--- src/rtl/gtech_rep3_pkg.sv ---
// Shared definitions for the triple-repetition link (transmitter and receiver).
package gtech_rep3_pkg;

    typedef enum logic [2:0] {
        S_IDLE,
        S_START,
        S_DATA,
        S_PAR,
        S_GAP
    } state_t;

    localparam int REP = 3;
    localparam int CHIP_W = 2;
    localparam logic [CHIP_W-1:0] CHIP_LAST = CHIP_W'(REP - 1);
    localparam logic START_SYM = 1'b1;

    function automatic logic maj3(input logic a, input logic b, input logic c);
        return (a & b) | (a & c) | (b & c);
    endfunction

endpackage

--- src/rtl/gtech_rep3_chip_ctr.sv ---
// Chip position within a symbol (0..REP-1); flags the last chip and the
// upcoming middle chip, which is the only one fault injection may corrupt.
module gtech_rep3_chip_ctr
    import gtech_rep3_pkg::*;
(
    input  logic clk_sys,
    input  logic rst_n,
    input  logic run,
    output logic sym_done,
    output logic mid_next
);

    logic [CHIP_W-1:0] chip_q, chip_d;

    always_comb begin
        chip_d = '0;
        if (run) begin
            chip_d = (chip_q == CHIP_LAST) ? '0 : chip_q + CHIP_W'(1);
        end
    end

    always_ff @(posedge clk_sys or negedge rst_n) begin
        if (!rst_n) begin
            chip_q <= '0;
        end else begin
            chip_q <= chip_d;
        end
    end

    assign sym_done = run && (chip_q == CHIP_LAST);
    assign mid_next = run && (chip_q == '0);

endmodule

--- src/rtl/gtech_rep3_tx.sv ---
// Triple-repetition serial transmitter: start, DATA_W bits LSB first and even
// parity, each sent as three equal chips, followed by GAP idle cycles.
//
// state   | meaning
// S_IDLE  | ready for a word, line at 0
// S_START | three start chips
// S_DATA  | three chips per data bit, LSB first
// S_PAR   | three parity chips
// S_GAP   | line held at 0 before returning to idle
module gtech_rep3_tx
    import gtech_rep3_pkg::*;
#(
    parameter int DATA_W = 8,
    parameter int GAP    = 2
) (
    input  logic              CP,
    input  logic              CD,
    input  logic [DATA_W-1:0] DIN,
    input  logic              DIN_VALID,
    output logic              DIN_READY,
    input  logic              INJ,
    output logic              TX,
    output logic              TX_EN,
    output logic              BUSY
);

    localparam int BIT_W = (DATA_W > 1) ? $clog2(DATA_W) : 1;
    localparam int GAP_W = (GAP > 1) ? $clog2(GAP) : 1;
    localparam logic [BIT_W-1:0] BIT_LAST = BIT_W'(DATA_W - 1);
    localparam logic [GAP_W-1:0] GAP_LAST = GAP_W'(GAP - 1);

    state_t            state_q, state_d;
    logic [DATA_W-1:0] shift_q, shift_d, shift_nxt;
    logic [BIT_W-1:0]  bit_q, bit_d;
    logic [GAP_W-1:0]  gap_q, gap_d;
    logic              par_q, par_d;
    logic              tx_q, tx_d;
    logic              tx_en_q, tx_en_d;
    logic              ready_q, ready_d;
    logic              busy_q, busy_d;
    logic              run, sym_done, mid_next, inj_bit;

    assign run       = (state_q == S_START) || (state_q == S_DATA) || (state_q == S_PAR);
    assign inj_bit   = INJ & mid_next;
    assign shift_nxt = shift_q >> 1;

    gtech_rep3_chip_ctr u_chip_ctr (
        .clk_sys  (CP),
        .rst_n    (CD),
        .run      (run),
        .sym_done (sym_done),
        .mid_next (mid_next)
    );

    always_comb begin
        state_d = state_q;
        shift_d = shift_q;
        bit_d   = bit_q;
        gap_d   = gap_q;
        par_d   = par_q;
        tx_d    = 1'b0;
        tx_en_d = tx_en_q;
        ready_d = ready_q;
        busy_d  = busy_q;
        case (state_q)
            S_IDLE: begin
                tx_en_d = 1'b0;
                ready_d = 1'b1;
                busy_d  = 1'b0;
                // Accept only against the registered ready so reset release costs one edge.
                if (DIN_VALID && ready_q) begin
                    state_d = S_START;
                    shift_d = DIN;
                    par_d   = ^DIN;
                    tx_d    = START_SYM;
                    tx_en_d = 1'b1;
                    ready_d = 1'b0;
                    busy_d  = 1'b1;
                end
            end
            S_START: begin
                if (sym_done) begin
                    state_d = S_DATA;
                    bit_d   = '0;
                    tx_d    = shift_q[0];
                end else begin
                    tx_d = START_SYM ^ inj_bit;
                end
            end
            S_DATA: begin
                if (sym_done) begin
                    shift_d = shift_nxt;
                    if (bit_q == BIT_LAST) begin
                        state_d = S_PAR;
                        tx_d    = par_q;
                    end else begin
                        bit_d = bit_q + BIT_W'(1);
                        tx_d  = shift_nxt[0];
                    end
                end else begin
                    tx_d = shift_q[0] ^ inj_bit;
                end
            end
            S_PAR: begin
                if (sym_done) begin
                    state_d = S_GAP;
                    gap_d   = '0;
                    tx_en_d = 1'b0;
                end else begin
                    tx_d = par_q ^ inj_bit;
                end
            end
            S_GAP: begin
                if (gap_q == GAP_LAST) begin
                    state_d = S_IDLE;
                    ready_d = 1'b1;
                    busy_d  = 1'b0;
                end else begin
                    gap_d = gap_q + GAP_W'(1);
                end
            end
            default: begin
                state_d = S_IDLE;
                tx_en_d = 1'b0;
                ready_d = 1'b0;
                busy_d  = 1'b0;
            end
        endcase
    end

    always_ff @(posedge CP or negedge CD) begin
        if (!CD) begin
            state_q <= S_IDLE;
            shift_q <= '0;
            bit_q   <= '0;
            gap_q   <= '0;
            par_q   <= 1'b0;
            tx_q    <= 1'b0;
            tx_en_q <= 1'b0;
            ready_q <= 1'b0;
            busy_q  <= 1'b0;
        end else begin
            state_q <= state_d;
            shift_q <= shift_d;
            bit_q   <= bit_d;
            gap_q   <= gap_d;
            par_q   <= par_d;
            tx_q    <= tx_d;
            tx_en_q <= tx_en_d;
            ready_q <= ready_d;
            busy_q  <= busy_d;
        end
    end

    assign TX        = tx_q;
    assign TX_EN     = tx_en_q;
    assign DIN_READY = ready_q;
    assign BUSY      = busy_q;

endmodule

--- config.mk ---
export PLATFORM = sky130hd
export DESIGN_NAME = gtech_rep3_tx
export DESIGN_NICKNAME = d
export VERILOG_FILES = /design/src/rtl/gtech_rep3_pkg.sv /design/src/rtl/gtech_rep3_chip_ctr.sv /design/src/rtl/gtech_rep3_tx.sv
export SDC_FILE = /design/constraint.sdc
export NUM_CORES = 1
export LEC_CHECK = 0
export CAP_MARGIN = 20
export CORE_MARGIN = 2
export CORE_UTILIZATION = 45
export CTS_BUF_LIST = sky130_fd_sc_hd__clkbuf_8
export DETAILED_ROUTE_END_ITERATION = 10
export GPL_ROUTABILITY_DRIVEN = 0
export GPL_TIMING_DRIVEN = 0
export PLACE_DENSITY = 0.75
export SLEW_MARGIN = 20
export SYNTH_ARGS = -nofsm -noshare
export SYNTH_HDL_FRONTEND = slang
export SYNTH_SLANG_ARGS = --single-unit
export TNS_END_PERCENT = 30
--- constraint.sdc ---
create_clock -name CP -period 1.7 [get_ports CP]
set_input_delay 0.51 -clock CP [delete_from_list [all_inputs] [get_ports CP]]
set_output_delay 0.51 -clock CP [all_outputs]
set_load 0.01 [all_outputs]
# --- Word-level counts from Yosys, hierarchy flattened ---
# Index checks and enable logic that the tools add are counted.
word_totals:
  ff_bits: 22
  latch_bits: 0
  ram_bits: 0
  mem_bits_ro: 0
  inputBits: 12
  output_inout_bits: 4
  elab_cells: 83
  mem_count: 0
classes:
  add_sub_neg: 3
  n_mul: 0
  div: 0
  order_cmp: 0
  eq_ne: 13
  shift: 0
  n_mux: 31
  bitwise: 6
  reduce_logical: 20
op_table:
  columns: ["operator", "count"]
  rows:
  - ["2-to-1 mux 3 bit", 9]
  - ["2-to-1 mux 8 bit", 2]
  - ["one-hot mux 8 bit (2 select lines)", 1]
  - ["one-hot mux 3 bit (5 select lines)", 1]
  - ["!= test 2 bit, second input constant", 6]
  - ["2-to-1 mux 1 bit", 10]
  - ["one-hot mux 1 bit (3 select lines)", 3]
  - ["AND reduction 2 bit", 4]
  - ["parity 8 bit", 1]
  - ["equality test 3 x 2 -> 1 bit, second input constant", 2]
  - ["equality test 3 bit, second input constant", 2]
  - ["one-hot mux 3 bit (2 select lines)", 1]
  - ["AND reduction 6 bit", 1]
  - ["nonzero test 2 bit", 3]
  - ["OR reduction 3 bit", 2]
  - ["2-to-1 mux 2 bit", 2]
  - ["one-hot mux 1 bit (4 select lines)", 1]
  - ["AND reduction 4 bit", 1]
  - ["adder 3 x 1 -> 3 bit, second input constant", 1]
  - ["equality test 3 x 1 -> 1 bit, second input constant", 1]
  - ["logical AND 1 bit", 3]
  - ["logical NOT 3 bit", 1]
  - ["NOT 1 bit", 3]
  - ["AND reduction 3 bit", 1]
  - ["other kinds (9)", 11]

# --- Logic depth before layout (Yosys ltp) ---
# Gate-level depths: netlist of the first run.
depth:
  depth_word: 8
  mapped_depth: 6

# --- Modules after synthesis ---
# Synthesis of the first run repeated with hierarchy kept, for this count alone.
unflattened:
  hier_cells: 115
  hier_area_um2: 1193.6
by_module_without_submodules:
  columns: ["mod", "instances", "cells_each", "area_each_um2", "seq_area_each_um2"]
  rows:
  - ["gtech_rep3_tx", 1, 110, 1113.6, 500.5]
  - ["gtech_rep3_chip_ctr", 1, 5, 80.1, 50.0]

# --- Worst setup path before layout of the first run ---
# OpenSTA, ideal clock, no wires.
synth_timing:
  path_kind: "reg-to-reg"
  startpoint: "reg bit_q[0]"
  endpoint: "reg tx_q, in the netlist TX"
  setup_time_ns: 0.126
  t_arrival_ns: 1.481
  t_required_ns: 1.574
  slack_ns: 0.092
  path_stages_with_launch: 7
  cell_sequence: "dfrtp_1 ha_1 ha_1 mux2_2 o221ai_1 a21oi_1 a311o_1"
synth_via:
  elab_chain_cells: 4
synth_rtl:
  columns: ["element", "line", "source"]
  rows:
  - ["start: declaration", "gtech_rep3_tx.sv:34", "logic [BIT_W-1:0] bit_q, bit_d;"]
  - ["start signal: assignment", "gtech_rep3_tx.sv:145", "bit_q <= bit_d;"]
  - ["equality test 3 bit", "gtech_rep3_tx.sv:93", "if (bit_q == BIT_LAST) begin"]
  - ["2-to-1 mux 1 bit", "gtech_rep3_tx.sv:93", null]
  - ["2-to-1 mux 1 bit", "gtech_rep3_tx.sv:91", "if (sym_done) begin"]
  - ["one-hot mux 1 bit (4 select lines)", "gtech_rep3_tx.sv:65", "case (state_q)"]
  - ["named net tx_d", "gtech_rep3_tx.sv:37", "logic tx_q, tx_d;"]
  - ["end signal: assignment", "gtech_rep3_tx.sv:148", "tx_q <= tx_d;"]
  - ["end: declaration", "gtech_rep3_tx.sv:37", null]
# The timed path passes the listed nets, and every way through them passes these cells.
# A chain may end at the register's enable or synchronous reset.

# --- Worst setup path in the final report of the first run ---
# Same ends and word-level chain as after synthesis.

==> run summary, run 1 <==
Detailed routing
* detailed-route wire length per cell: 14.3 um
* drt pass-1 iters: 4
* Via-to-Cell Ratio: 5.61
* total vias in the final route: 993
* DRC violations left: 0
* DRT iter0 DRCs: 24
* Post-Route WL: 2530 um
* remaining antenna violation count: 0

Finish
* Antenna diodes: 0
* fraction of final layout cells sized beyond drive strength 1: 0.184
* Final Non-Filler Cells: 177
* growth of design area from synthesis to finish: 22.7%
* total area of sequential cells: 551 sq um
* multi-input logic area: 656 sq um
* number of fill cells in the layout: 235
* net count reported at finish: 162

Job
* total of max-cap violations: 0

Synthesis
* synthesized cell area: 1230 sq um
* Netlist cell types: 34
* synthesized net count: 140
* Syn Area/Cell: 9.76 sq um
* register area share after synthesis: 0.448
* count of yosys warnings during synthesis: 0
* Syn Inst Count: 126
* synthesis-stage register bit count: 22

Die
* die boundary width: 56.3 um
* number of primary I/O pins: 16
* overall die height: 56.3 um
* Initial Utilization: 0.483
* core box area: 2540 sq um
* # rows: 18
* DIE AREA: 3170 sq um

Pwr
* maximum resistive drop on vdd: 0.00114 V
* PnR Total Power: 2.58 mW
* Cell Pwr Density: 1710 nW/um^2
* leakage: 0.607 nW

STA
* Tcrit/Tclk final: 0.979
* max_slew headroom: 0.676
* unrepaired setup endpoints after global routing: true
* WHS: 0.187 ns
* Max Transition Viols Final: 0
* number of hold violations in the final report: 0
* final critical path time including I/O delays and setup: 1.66 ns
* Max Clock Freq: 601 MHz
* final clock skew: 0.00362 ns
* final-report setup violation count: 0
* Total Neg Setup Slack: 0 ns
* Slew @ Worst Pin: 0.485 ns

Placement
* placed insts: 171
* half-perimeter wire length after placement: 1850 um
* number of port buffers: 15

GRT
* global routing met3 resource utilization: 0.0507
* global route overflow: 0
* global-route wire length before repair: 4340 um
* met2 global-route usage: 0.308
* total routing usage reported by global routing: 0.177
* antenna violations before repair: 0
* GRT busiest layer: met2
* pin count of the biggest net entering global routing: 23
* vias in the first global route: 1009
* M1 GR Usage: 0.200

Clocking
* root buffer cell: sky130_fd_sc_hd__clkbuf_8
* H-tree Lvls: 1
* clock slew at reported path FFs: 0.08 ns
* clock insertion delay at the later pin of the skew report: 0.27 ns
* CTS max path bufs: 2
* Clock Sinks: 22
* CTS tree: done
* post-cts hold buffer count: 0
* clock buffers created by TritonCTS: 3

Setup path
* Bufs and invs on worst path: 0
* Worst Path Arrival: 1.81 ns
* CP top delay family: compound AO/OA/AOI/OAI gates
* largest incremental delay on the critical path: 0.36 ns
* WS Path Type: reg2reg
* Worst Setup Start Kind: register
* Setup crit end kind: register
* slowest stage cell, crit path: sky130_fd_sc_hd__dfrtp_1
* largest fanout on the critical path: 3
* worst path cell trace: ha_2 > ha_4 > mux2_2 > o221ai_2 > a21oi_2 > a311o_1
* critical path data required time: 1.85 ns

Run status
* outcome: completed

Worst hold path
* kind of path behind the tightest hold check: in2async

[state kept, by name, indices dropped and copies added (netlist names)]
| register | cells |
|---|---|
| bit_q | 3 |
| TX_EN | 1 |
| state_q | 3 |
| par_q | 1 |
| DIN_READY | 1 |
| u_chip_ctr.chip_q | 2 |
| TX | 1 |
| BUSY | 1 |
| gap_q | 1 |
| shift_q | 8 |
[layout by cell type, fill, tap and decap left out, types with 2 or more instances in the layout]
cell                              count
sky130_fd_sc_hd__mux2_2               2
sky130_fd_sc_hd__buf_4                3
sky130_fd_sc_hd__nor2b_1              5
sky130_fd_sc_hd__o21ba_2              2
sky130_fd_sc_hd__clkdlybuf4s50_1     12
sky130_fd_sc_hd__or2_2                2
sky130_fd_sc_hd__mux2i_1              7
sky130_fd_sc_hd__dfrtp_1             22
sky130_fd_sc_hd__a21oi_2              3
sky130_fd_sc_hd__buf_2                4
sky130_fd_sc_hd__clkbuf_8             4
sky130_fd_sc_hd__and3b_1              2
sky130_fd_sc_hd__o21ai_0              5
sky130_fd_sc_hd__nand2b_1             2
sky130_fd_sc_hd__nor2_1              15
sky130_fd_sc_hd__xnor2_1              8
sky130_fd_sc_hd__a21oi_1             12
sky130_fd_sc_hd__nor3b_1              3
sky130_fd_sc_hd__nand2_1             12
sky130_fd_sc_hd__inv_1                3
[repair_timing]
item | 4_1_cts | 5_1_grt
pin swaps | 0 | 3
buffers inserted | 1 | 1
gates resized for setup | 3 | 4
endpoints found under the setup margin | 2 | 2
gates cloned | 0 | 0
[layer usage]
layer | routed length, um | part of all wire
met1 | 1080 | 0.43
met2 | 1220 | 0.48
met3 | 163 | 0.065
met4 | 61 | 0.024
met5 | 0 | 0
[through the flow]
stage / setup slack, ns / cell area, sq um / util
2_1_floorplan: 0.0923 / 1230 / -
3_3_place_gp: -0.196 / 1420 / 0.557
3_5_place_dp: -0.216 / 1420 / 0.557
4_1_cts: 0.000325 / 1490 / 0.585
5_1_grt: -0.0171 / 1510 / 0.593
6_report: 0.0363 / 1510 / 0.593
[cells in the mapped netlist]
cell type | instances | share of area
sky130_fd_sc_hd__a21oi_2 | 2 | 0.014
sky130_fd_sc_hd__nand2b_1 | 2 | 0.010
sky130_fd_sc_hd__buf_6 | 1 | 0.0092
sky130_fd_sc_hd__nor4_1 | 1 | 0.0051
sky130_fd_sc_hd__buf_2 | 3 | 0.012
sky130_fd_sc_hd__dfrtp_1 | 22 | 0.45
sky130_fd_sc_hd__inv_1 | 3 | 0.0092
sky130_fd_sc_hd__clkbuf_1 | 1 | 0.0030
sky130_fd_sc_hd__o211ai_1 | 1 | 0.0061
sky130_fd_sc_hd__nand4b_1 | 1 | 0.0071
sky130_fd_sc_hd__o22ai_4 | 1 | 0.016
sky130_fd_sc_hd__nor2_1 | 15 | 0.046
sky130_fd_sc_hd__nand2_1 | 12 | 0.037
sky130_fd_sc_hd__a211oi_1 | 1 | 0.0061
sky130_fd_sc_hd__buf_4 | 1 | 0.0061
sky130_fd_sc_hd__or2_2 | 2 | 0.010
sky130_fd_sc_hd__o21ai_0 | 5 | 0.020
sky130_fd_sc_hd__a311o_1 | 1 | 0.0081
sky130_fd_sc_hd__a21oi_1 | 13 | 0.053
sky130_fd_sc_hd__a311oi_1 | 1 | 0.0071
sky130_fd_sc_hd__o221ai_1 | 1 | 0.0071
sky130_fd_sc_hd__o21ba_2 | 2 | 0.016
sky130_fd_sc_hd__a31o_2 | 1 | 0.0071
sky130_fd_sc_hd__mux2_2 | 2 | 0.018
sky130_fd_sc_hd__nor3b_1 | 3 | 0.018
sky130_fd_sc_hd__or3b_4 | 1 | 0.0092
sky130_fd_sc_hd__xnor2_1 | 8 | 0.057
sky130_fd_sc_hd__nor2b_1 | 5 | 0.025
sky130_fd_sc_hd__o21ai_1 | 1 | 0.0041
sky130_fd_sc_hd__mux2i_1 | 7 | 0.057
sky130_fd_sc_hd__and3b_1 | 2 | 0.014
sky130_fd_sc_hd__nand3b_1 | 1 | 0.0061
sky130_fd_sc_hd__o31ai_1 | 1 | 0.0061
sky130_fd_sc_hd__ha_1 | 2 | 0.020
[path summary, 6_finish.rpt]
check / from / to / slack (ns) / cells after the start
setup / recovery: bit_q[0] / TX / 0.04 / 6
hold / removal: CD / state_q[1] / 0.19 / 1
setup reg to reg: bit_q[0] / TX / 0.04 / 6
hold reg to reg: bit_q[1] / bit_q[1] / 0.50 / 2
max in group asynchronous: CD / TX / 1.18 / 1
min in group CP: bit_q[1] / bit_q[1] / 0.50 / 2
[final cells by class]
cell class,count,share of cell area
buffer,6,0.0249
clock buffer,4,0.0365
inverter,3,0.00746
multi-input combinational,95,0.434
sequential,22,0.365
tap,30,0.0249
timing repair buffer,17,0.107
[report_power, final]
part,switching (mW),total [mW],internal (mW),leakage (nW)
Clock,0.177,0.384,0.207,0.0288
Sequential,0.200,0.963,0.763,0.262
Combinational,0.616,1.23,0.613,0.316
Total,0.992,2.58,1.58,0.607
[kinds of logic (layout without fill, tap and decap cells)]
| family | count (synthesis) | after routing | share of synthesized area |
|---|---|---|---|
| xor gates and xnor gates | 8 | 8 | 0.0570 |
| buffers and inverters | 9 | 30 | 0.0397 |
| muxes | 9 | 9 | 0.0753 |
| and+or+nand+nor | 45 | 45 | 0.188 |
| AOI/OAI and AO/OA | 31 | 31 | 0.172 |
| adders and majority gates | 2 | 2 | 0.0203 |
| DFF | 22 | 22 | 0.448 |
Note: power is estimated with default switching activity, not from simulation.
==> run 2, diff against run 1 <==
--- a/config.mk
+++ b/config.mk
@@ -5,7 +5,6 @@
 export SDC_FILE = /design/constraint.sdc
 export NUM_CORES = 1
 export LEC_CHECK = 0
-export CAP_MARGIN = 20
 export CORE_MARGIN = 2
 export CORE_UTILIZATION = 45
 export CTS_BUF_LIST = sky130_fd_sc_hd__clkbuf_8
==> results of run 2 <==
No change in the layout: final DEF, timing and power equal those of run 1.
==> run 3, diff against run 2 <==
--- a/config.mk
+++ b/config.mk
@@ -8,12 +8,15 @@
 export CORE_MARGIN = 2
 export CORE_UTILIZATION = 45
 export CTS_BUF_LIST = sky130_fd_sc_hd__clkbuf_8
+export CTS_CLUSTER_SIZE = 20
 export DETAILED_ROUTE_END_ITERATION = 10
 export GPL_ROUTABILITY_DRIVEN = 0
 export GPL_TIMING_DRIVEN = 0
+export HOLD_SLACK_MARGIN = 0.08
 export PLACE_DENSITY = 0.75
 export SLEW_MARGIN = 20
 export SYNTH_ARGS = -nofsm -noshare
 export SYNTH_HDL_FRONTEND = slang
+export SYNTH_HIERARCHICAL = 1
 export SYNTH_SLANG_ARGS = --single-unit
 export TNS_END_PERCENT = 30
==> run 3 against run 2 <==
  * Non-clock buffer count increased by 13
  * Combinational power increased by 20%
  * Critical endpoint unchanged
  * Synthesized cell count decreased by 8.7%
  * Clock power increased by 26%
  * Area after synthesis decreased by 3.0%
  * Total power increased by 11%
==> run summary, run 3 <==
STA
* Slew @ Worst Pin: 0.515 ns, +0.0292 ns
* WHS: 0.193 ns, +0.00558 ns
* final clock skew: 0.00584 ns, +0.00222 ns
* max_slew headroom: 0.656, -0.0207
* final-report setup violation count: 0, unchanged
* number of hold violations in the final report: 0, unchanged
* final critical path time including I/O delays and setup: 1.68 ns, +0.0122 ns
* Max Clock Freq: 597 MHz, -0.73%
* Tcrit/Tclk final: 0.986, +0.00717
* Max Transition Viols Final: 0, unchanged

Die
* core box area: 2500 sq um, -1.8%
* overall die height: 55.5 um, -1.4%
* DIE AREA: 3080 sq um, -2.8%
* Initial Utilization: 0.477, -0.00581
* # rows: 18, unchanged
* die boundary width: 55.5 um, -1.4%
* number of primary I/O pins: 16, unchanged

Synthesis
* xor and xnor fraction of the mapped netlist area: 0.0734, +0.0164
* share of the synthesized area in compound gates (AO/OA/AOI/OAI): 0.136, -0.0357
* top_reg_cell synth: sky130_fd_sc_hd__dfrtp_1
* share of the synthesized area in the top cell type: 0.461, +0.0136
* Netlist cell types: 33, -2.9%
* combinational family with the most area after synthesis: simple AND/OR/NAND/NOR gates
* count of yosys warnings during synthesis: 6, +6
* register area share after synthesis: 0.461, +0.0136
* synthesized cell area: 1190 sq um, -3.0%
* Syn Area/Cell: 10.4 sq um, +6.3%
* EDFF count, synth: 0, unchanged
* Syn Inst Count: 115, -8.7%
* top-count cell post-synth: sky130_fd_sc_hd__dfrtp_1
* synthesized net count: 129, -7.9%
* largest cells by area after synthesis: sky130_fd_sc_hd__dfrtp_1, sky130_fd_sc_hd__mux2i_1, sky130_fd_sc_hd__xnor2_1
* Adder-Cell Fraction of Synth Area: 0.0210, +0.000618
* synth cell count leaders: sky130_fd_sc_hd__dfrtp_1, sky130_fd_sc_hd__nor2_1, sky130_fd_sc_hd__a21oi_1
* synthesis-stage register bit count: 22, unchanged
* largest area contributor in the netlist: sky130_fd_sc_hd__dfrtp_1
* mux share of post-synthesis cell area: 0.0943, +0.0191
* share of flip-flops with an asynchronous set or reset: 1.00, unchanged
* area share of and/or/nand/nor cells after synthesis: 0.175, -0.0131

Detailed routing
* remaining antenna violation count: 0, unchanged
* total vias in the final route: 927, -6.6%
* Post-Route WL: 2470 um, -2.1%
* DRT iter0 DRCs: 17, -29%
* Via-to-Cell Ratio: 5.18, -7.7%
* drt pass-1 iters: 4, unchanged
* DRC violations left: 0, unchanged
* detailed-route wire length per cell: 13.8 um, -3.2%

Setup path
* critical path data required time: 1.84 ns, about the same
* Worst Path Arrival: 1.82 ns, about the same
* Worst Setup Start Kind: register
* largest fanout on the critical path: 6, +3
* WS Path Type: reg2reg
* Setup crit end kind: register
* FF-to-FF path depth: 8, +2

Finish
* Antenna diodes: 0, unchanged
* growth of design area from synthesis to finish: 40.9%
* net count reported at finish: 164, +1.2%
* commonest cells after routing, fill and taps aside: sky130_fd_sc_hd__dfrtp_1, sky130_fd_sc_hd__buf_4, sky130_fd_sc_hd__nor2_1, sky130_fd_sc_hd__clkdlybuf4s50_1
* number of flip-flops under the largest register name: 8, unchanged
* largest registers: shift_q (8), bit_q (3), state_q (3)
* most common cell after layout, fill and taps aside: sky130_fd_sc_hd__dfrtp_1
* Final Non-Filler Cells: 179, +1.1%
* fraction of final layout cells sized beyond drive strength 1: 0.315, +0.132
* Top reg by flops: shift_q
* final core occ: 0.673, +0.0798

Clocking
* CTS max path bufs: 2, unchanged
* clock insertion delay at the later pin of the skew report: 0.26 ns, about the same
* root buffer cell: sky130_fd_sc_hd__clkbuf_8
* Clock Sinks: 22, unchanged
* post-cts hold buffer count: 0, unchanged
* clock slew at reported path FFs: 0.08 ns, about the same
* clock buffers created by TritonCTS: 3, unchanged
* H-tree Lvls: 1, unchanged
* CTS tree: done

Placement
* placed insts: 160, -6.4%
* number of port buffers: 15, unchanged
* half-perimeter wire length after placement: 1590 um, -14%

Pwr
* PnR Total Power: 2.86 mW, +11%
* maximum resistive drop on vdd: 0.00116 V, +1.9%
* Cell Pwr Density: 1700 nW/um^2, -0.30%
* leakage: 0.732 nW, +20%

Run status
* outcome: completed

GRT
* vias in the first global route: 864, -14%
* antenna violations before repair: 0, unchanged
* total routing usage reported by global routing: 0.160, -0.0173
* global route overflow: 0, unchanged
* pin count of the biggest net entering global routing: 23, unchanged
* global-route wire length before repair: 3910 um, -9.9%

Worst hold path
* kind of path behind the tightest hold check: in2async

Job
* total of max-cap violations: 0, unchanged

## run 3: cell types whose count changed after synthesis, moves of 3 or more
cell                      change
sky130_fd_sc_hd__nor2b_1      -4
sky130_fd_sc_hd__nand3_1      +3
sky130_fd_sc_hd__nand2_1      -6
sky130_fd_sc_hd__a21oi_1      -3
## run 3: timing repair
action,in CTS,in global routing
gates resized for setup,9,14
endpoints found under the setup margin,14,15
gates cloned,1,0
setup buffers,6,9
pin swaps,2,4
## run 3: stage by stage
step / setup TNS, ns / worst slack (ns) / cell area, sq um
final: 0 / 0.0241 / 1680
after floorplan: -0.00393 / -0.00393 / 1250
after CTS: -0.0753 / -0.0247 / 1580
after global placement: -3.50 / -0.297 / 1440
after detailed placement: -3.95 / -0.343 / 1440
after global routing: -0.212 / -0.0354 / 1680
## run 3: final cells by class
type,count,area [sq um]
buffer,5,60.1
clock buffer,3,41.3
clock inverter,1,30.0
fill,194,818
inverter,2,7.51
multi-input combinational,85,684
sequential,22,552
tap,30,37.5
timing repair buffer,31,269
## run 3: path summary, 6_finish.rpt
check	start	end	slack [ns]
max reg2reg	state_q[1]	TX	0.02
max in group asynchronous	CD	state_q[2]	1.16
max	state_q[1]	TX	0.02
min reg2reg	TX_EN	TX_EN	0.49
min	CD	state_q[1]	0.19
min in group CP	TX_EN	TX_EN	0.49
## run 3: critical path: stages (launching register included)
cell	delay, ns
sky130_fd_sc_hd__dfrtp_1	0.37
sky130_fd_sc_hd__buf_6	0.14
sky130_fd_sc_hd__nor2_4	0.05
sky130_fd_sc_hd__nor2_4	0.11
sky130_fd_sc_hd__nor3b_2	0.22
sky130_fd_sc_hd__nand2_1	0.16
sky130_fd_sc_hd__mux2_4	0.30
sky130_fd_sc_hd__a21oi_2	0.13
sky130_fd_sc_hd__nand3_1	0.08
## run 3: metal layers
layer	vias up	part of all wire	GRT usage
met1	445	0.44	0.213
met3	2	0.029	0.0304
met2	14	0.53	0.260
li1	466	-	-
met5	-	0	0
met4	0	0.0036	0.0523
## run 3: power by group
part,total (mW),internal [mW],switching [mW]
Clock,0.484,0.314,0.170
Combinational,1.47,0.788,0.686
Sequential,0.904,0.747,0.157
## run 3: cell families (layout without fill, tap and decap cells)
logic type,Yosys count,after routing
simple gates,38,38
compound gates,24,24
fa+ha+maj,2,2
mux,11,11
buf+inv,8,42
xor+xnor,10,10
flops,22,22
